`src/rtl/wb_bypass_pkg.sv`:
```
// wb_bypass_pkg: shared widths, entry type and age-width helper for the writeback bypass
package wb_bypass_pkg;
   localparam int AW_DEF = 5;
   localparam int DW_DEF = 32;
   typedef struct packed {
      logic              valid;
      logic [AW_DEF-1:0] idx;
      logic [DW_DEF-1:0] data;
   } wb_entry_t;
   function automatic int age_w();
      return 3;
   endfunction
endpackage

```
`src/rtl/wb_bypass_match.sv`:
```
// wb_bypass_match: priority-encodes one read port against all candidates (lowest age, then youngest lane)
module wb_bypass_match
   import wb_bypass_pkg::*;
#(
   parameter int ND    = 3,
   parameter int NLANE = 2,
   parameter int AW    = AW_DEF,
   parameter int DW    = DW_DEF
) (
   input  logic [ND*NLANE-1:0]    in_cand_v,
   input  logic [ND*NLANE*AW-1:0] in_cand_idx,
   input  logic [ND*NLANE*DW-1:0] in_cand_data,
   input  logic [AW-1:0]          in_rd_idx,
   output logic                   out_hit,
   output logic [DW-1:0]          out_data,
   output logic [2:0]             out_age
);
   // scan from lowest priority to highest so the last match wins
   always_comb begin
      out_hit  = 1'b0;
      out_data = '0;
      out_age  = '0;
      for (int a = ND - 1; a >= 0; a--)
         for (int k = 0; k < NLANE; k++)
            if (in_cand_v[a*NLANE+k] && in_cand_idx[(a*NLANE+k)*AW +: AW] == in_rd_idx && in_rd_idx != '0) begin
               out_hit  = 1'b1;
               out_data = in_cand_data[(a*NLANE+k)*DW +: DW];
               out_age  = 3'(a);
            end
   end
endmodule

```
`src/rtl/wb_bypass_buffer.sv`:
```
// wb_bypass_buffer: DEPTH-slot writeback history forwarding to NREAD register-file read ports
module wb_bypass_buffer
   import wb_bypass_pkg::*;
#(
   parameter int NLANE      = 2,
   parameter int NREAD      = 4,
   parameter int DEPTH      = 2,
   parameter int DW         = DW_DEF,
   parameter int AW         = AW_DEF,
   parameter int CUR_BYPASS = 1
) (
   input  logic                in_clk,
   input  logic                in_rst,
   input  logic [NLANE-1:0]    in_wb_we,
   input  logic [NLANE*AW-1:0] in_wb_idx,
   input  logic [NLANE*DW-1:0] in_wb_data,
   input  logic                in_clr,
   input  logic [NREAD*AW-1:0] in_rd_idx,
   output logic [NREAD-1:0]    out_hit,
   output logic [NREAD*DW-1:0] out_data,
   output logic [NREAD*3-1:0]  out_age
);
   localparam int NH = DEPTH * NLANE;
   logic [NLANE-1:0] cur_v;
   logic [NH-1:0]    hist_v;
   logic [NH*AW-1:0] hist_idx;
   logic [NH*DW-1:0] hist_data;
   always_comb begin
      cur_v = '0;
      for (int k = 0; k < NLANE; k++)
         cur_v[k] = in_wb_we[k] && in_wb_idx[k*AW +: AW] != '0;
   end
   // slot 1 sits just above the current writebacks, so a shift is a truncated concatenation
   always_ff @(posedge in_clk) begin
      if (in_rst || in_clr) begin
         hist_v    <= '0;
         hist_idx  <= '0;
         hist_data <= '0;
      end else begin
         hist_v    <= NH'({hist_v, cur_v});
         hist_idx  <= (NH*AW)'({hist_idx, in_wb_idx});
         hist_data <= (NH*DW)'({hist_data, in_wb_data});
      end
   end
   for (genvar p = 0; p < NREAD; p++) begin : g_port
      wb_bypass_match #(.ND(DEPTH + 1), .NLANE(NLANE), .AW(AW), .DW(DW)) u_match (
         .in_cand_v   ({hist_v, cur_v & {NLANE{CUR_BYPASS != 0}}}),
         .in_cand_idx ({hist_idx, in_wb_idx}),
         .in_cand_data({hist_data, in_wb_data}),
         .in_rd_idx   (in_rd_idx[p*AW +: AW]),
         .out_hit     (out_hit[p]),
         .out_data    (out_data[p*DW +: DW]),
         .out_age     (out_age[p*3 +: 3])
      );
   end
endmodule

```
`config.mk`:
```
export PLATFORM = sky130hd
export DESIGN_NAME = wb_bypass_buffer
export DESIGN_NICKNAME = d
export VERILOG_FILES = /design/src/rtl/wb_bypass_pkg.sv /design/src/rtl/wb_bypass_match.sv /design/src/rtl/wb_bypass_buffer.sv
export SDC_FILE = /design/constraint.sdc
export NUM_CORES = 1
export LEC_CHECK = 0
export ABC_AREA = 1
export BUFFER_PORTS_ARGS = -buffer_cell sky130_fd_sc_hd__buf_2
export CORE_MARGIN = 8
export CORE_UTILIZATION = 60
export CTS_BUF_LIST = sky130_fd_sc_hd__clkbuf_8
export CTS_CLUSTER_DIAMETER = 80
export DETAILED_ROUTE_END_ITERATION = 6
export PLACE_DENSITY = 0.83
export SKIP_CTS_REPAIR_TIMING = 1
export SYNTH_ARGS = -nofsm -noshare
export SYNTH_HDL_FRONTEND = slang
export SYNTH_HIERARCHICAL = 1
export SYNTH_SLANG_ARGS = --single-unit
```
`constraint.sdc`:
```
create_clock -name in_clk -period 4.3 [get_ports in_clk]
set_input_delay 1.075 -clock in_clk [delete_from_list [all_inputs] [get_ports in_clk]]
set_output_delay 1.075 -clock in_clk [all_outputs]
set_load 0.01 [all_outputs]
```
==> flow_summary.yaml <==
power_and_ir_drop:
  leakage_nw: 11.54
  power.total_mw: 3.543
  ir_drop_mv: 0.1860
  pwr_density_cell_nw_per_um2: 181.1
detailed_routing:
  dr.pass1.iters: 7
  ant_nets: 0
  wire_per_inst_um: 18.07
  drt_wl_total_mm: 68.96
  drt_iter0_drc: 3159
  vias_per_cell: 5.604
  vias: 21390
  drc: 3
sta:
  rsz0062_at_grt: "no"
  maxSlewViolCount: 0
  worst_pin_slew_ps: 761.4
  max_slew_margin: 0.4919
  max_freq_mhz: 238.9
  hold_viol_final: 0
  min_period_over_period: 0.9733
  fin_crit_ps: 4185
  worst_slack_ps: 115.0
  skew_ps: 14.05
  finalSetupTns_ps: 0
  setup_viol: 0
yosys:
  synth_top_family_by_area: "simple AND/OR/NAND/NOR gates"
  yosys.area_share.simple: 0.5680
  synth_mux_area_frac: 0
  yosysSeqAreaShare: 0.1717
  synth_adder_area_share: 0
  syn_area_um2: 17720
  synthCells: 3254
  synthXorXnorAreaFrac: 0.01186
  synth_cell_types: 28
  async_flop_share: 0
  synth_nets: 3353
  synth_seq_cells: 152
  synth-edff-count: 0
  yosysWarnings: 6
  ys.flop_type: "dfxtp_1"
  synth_compound_area_frac: 0.05480
  avgSynthCellArea_um2: 5.445
critical_path:
  arrival_ps: 3110
  cp_max_fo: 14
  critPathLaunch: "in_rd_idx[7]"
  worstReg2RegStart: "hist_idx[1]$_SDFF_PP0_"
  crit_path_frequent_cell: "nand2_1"
  crit_end: "out_data[54]"
  path_cells: "buf_2 -> nor2_4 -> nand2_2 -> nor2_4 -> nor2_2 -> buf_4 -> nand3_1 -> nand2_1 -> nand3_2 -> nand2_1 -> nand2_1 -> nand2_1 -> buf_2"
  critPathRequiredTime_ps: 3220
  cpPeakStageDelay_ps: 590
  crit_path_top_delay_cell: "nor2_2"
  end_kind: "output port"
  rr_endpoint: "hist_idx[11]$_SDFF_PP0_"
  start_kind: "input port"
  r2r_slack_ps: 3310
  rr_worst_depth: 2
  criticalPathCategory: "input port to output port"
floorplanning:
  ioPinCount: 243
  die_y_um: 187.8
  rows: 63
  start_util: 0.6042
  die_area_um2: 35290
  die_x_um: 187.8
  core_um2: 29320
grt:
  antenna_found_initial: 0
  grt.total_usage: 0.3788
  grt_pass1_wl_mm: 108.2
  grt_max_degree: 65
  grt_pass1_vias: 20240
  grt_overflow: 0
placement:
  hpwl_mm: 48.40
  pre_cts_slack_ps: 89.75
  dpl-instance-area_um2: 19140
  place.gp.congestion: 1.031
  port_buffers: 238
status:
  violations: "design-rule violations"
  status: "finished, violations left"
clock_tree:
  cts.clk_slew.worst_paths_ps: 90
  clockRootBuffer: "clkbuf_8"
  clk_latency_ps: 520
  cts.sinks: 152
  htree_levels: 4
  cts_tree: "built"
  clk_path_buf_depth: 2
  cts_buffers: 17
finish:
  finalNetCount: 3513
  diodes: 0
  drive_above_1_share: 0.1631
  final_common_cell: "nand2_1"
  fin_area_um2: 19570
  area_growth_pct: 10.44
  fin_util: 0.6673
  mostFrequentLayoutCells: "1078 x nand2_1, 532 x inv_1, 524 x nor2_1"
job:
  maxCapViolCount: 0
min_path:
  worstHoldPathType: "register to register"
[state kept, by name, indices dropped and copies added, names as in the netlist]
signal,cells
hist_v,4
hist_data,128
hist_idx,20
[metrics by stage]
stage               cells  hold slack (ps)
floorplan            3254            446.8
global placement     3785            478.3
detailed placement   3785            471.7
CTS                  3817            486.7
global route         3817            518.8
finish               3817            484.8
[report_power, final]
| part | total, mW | switching (mW) | internal (mW) |
|---|---|---|---|
| combinational | 0.783 | 0.534 | 0.249 |
| clock | 1.25 | 0.653 | 0.592 |
| sequential | 1.52 | 0.0681 | 1.45 |
| total | 3.54 | 1.25 | 2.29 |
[per-layer routing]
layer / global-route usage / up-vias / wire length (um)
li1: - / 10100 / -
met1: 0.4772 / 9452 / 27010
met2: 0.5804 / 1540 / 29500
met3: 0.1131 / 301 / 9062
met4: 0.1848 / 2 / 3288
met5: 0.01991 / - / 92
[worst min path at each step]
| stage | start | to | slack, ps | depth (start not counted) |
|---|---|---|---|---|
| after global routing | hist_data[63]$_SDFF_PP0_ | hist_data[127]$_SDFF_PP0_ | 520 | 2 |
| after CTS | hist_data[63]$_SDFF_PP0_ | hist_data[127]$_SDFF_PP0_ | 490 | 2 |
| after floorplan | hist_v[1]$_SDFF_PP0_ | hist_v[3]$_SDFF_PP0_ | 450 | 2 |
| after detailed placement | hist_data[63]$_SDFF_PP0_ | hist_data[127]$_SDFF_PP0_ | 470 | 2 |
| final | hist_data[63]$_SDFF_PP0_ | hist_data[127]$_SDFF_PP0_ | 480 | 2 |
| after global placement | hist_data[63]$_SDFF_PP0_ | hist_data[127]$_SDFF_PP0_ | 480 | 2 |
[kinds of logic (layout without fill, tap and decap cells)]
kind of cell | Yosys count | count (layout)
and+or+nand+nor | 2177 | 2177
buffers and inverters | 745 | 918
AOI/OAI and AO/OA | 152 | 152
DFF | 152 | 152
xor gates and xnor gates | 24 | 24
other | 4 | 4
[synthesized netlist by cell type, types with 5 or more instances]
library cell	number	share of area
buf_6	29	0.018
nand3b_1	124	0.053
o211ai_1	8	0.0034
inv_1	532	0.11
buf_2	120	0.034
nand2_2	20	0.0071
xnor2_1	24	0.012
nand3_1	258	0.073
o21ai_0	8	0.0023
clkbuf_1	7	0.0015
inv_2	20	0.0042
a31oi_1	120	0.042
buf_12	9	0.010
nand4_1	8	0.0028
nand3_2	40	0.023
o21a_1	8	0.0034
or2_1	5	0.0018
buf_4	28	0.012
nor2_1	524	0.11
dfxtp_1	152	0.17
nor2_2	12	0.0042
nor2_4	96	0.061
nand2_1	1082	0.23
[worst max-delay path: cells and delay by family]
family        cells  cell delay, ps
buf+inv           3             750
simple gates     10            1280
[area by class of cell]
cell class | instances | area, um^2
Tap cell | 390 | 488.0
Clock inverter | 14 | 171.4
Timing Repair Buffer | 334 | 2270
Inverter | 552 | 2072
Clock buffer | 18 | 247.7
Fill cell | 2834 | 9754
Sequential cell | 152 | 3043
Multi-Input combinational cell | 2357 | 11280
No activity file was read; power rests on OpenSTA's default activity.
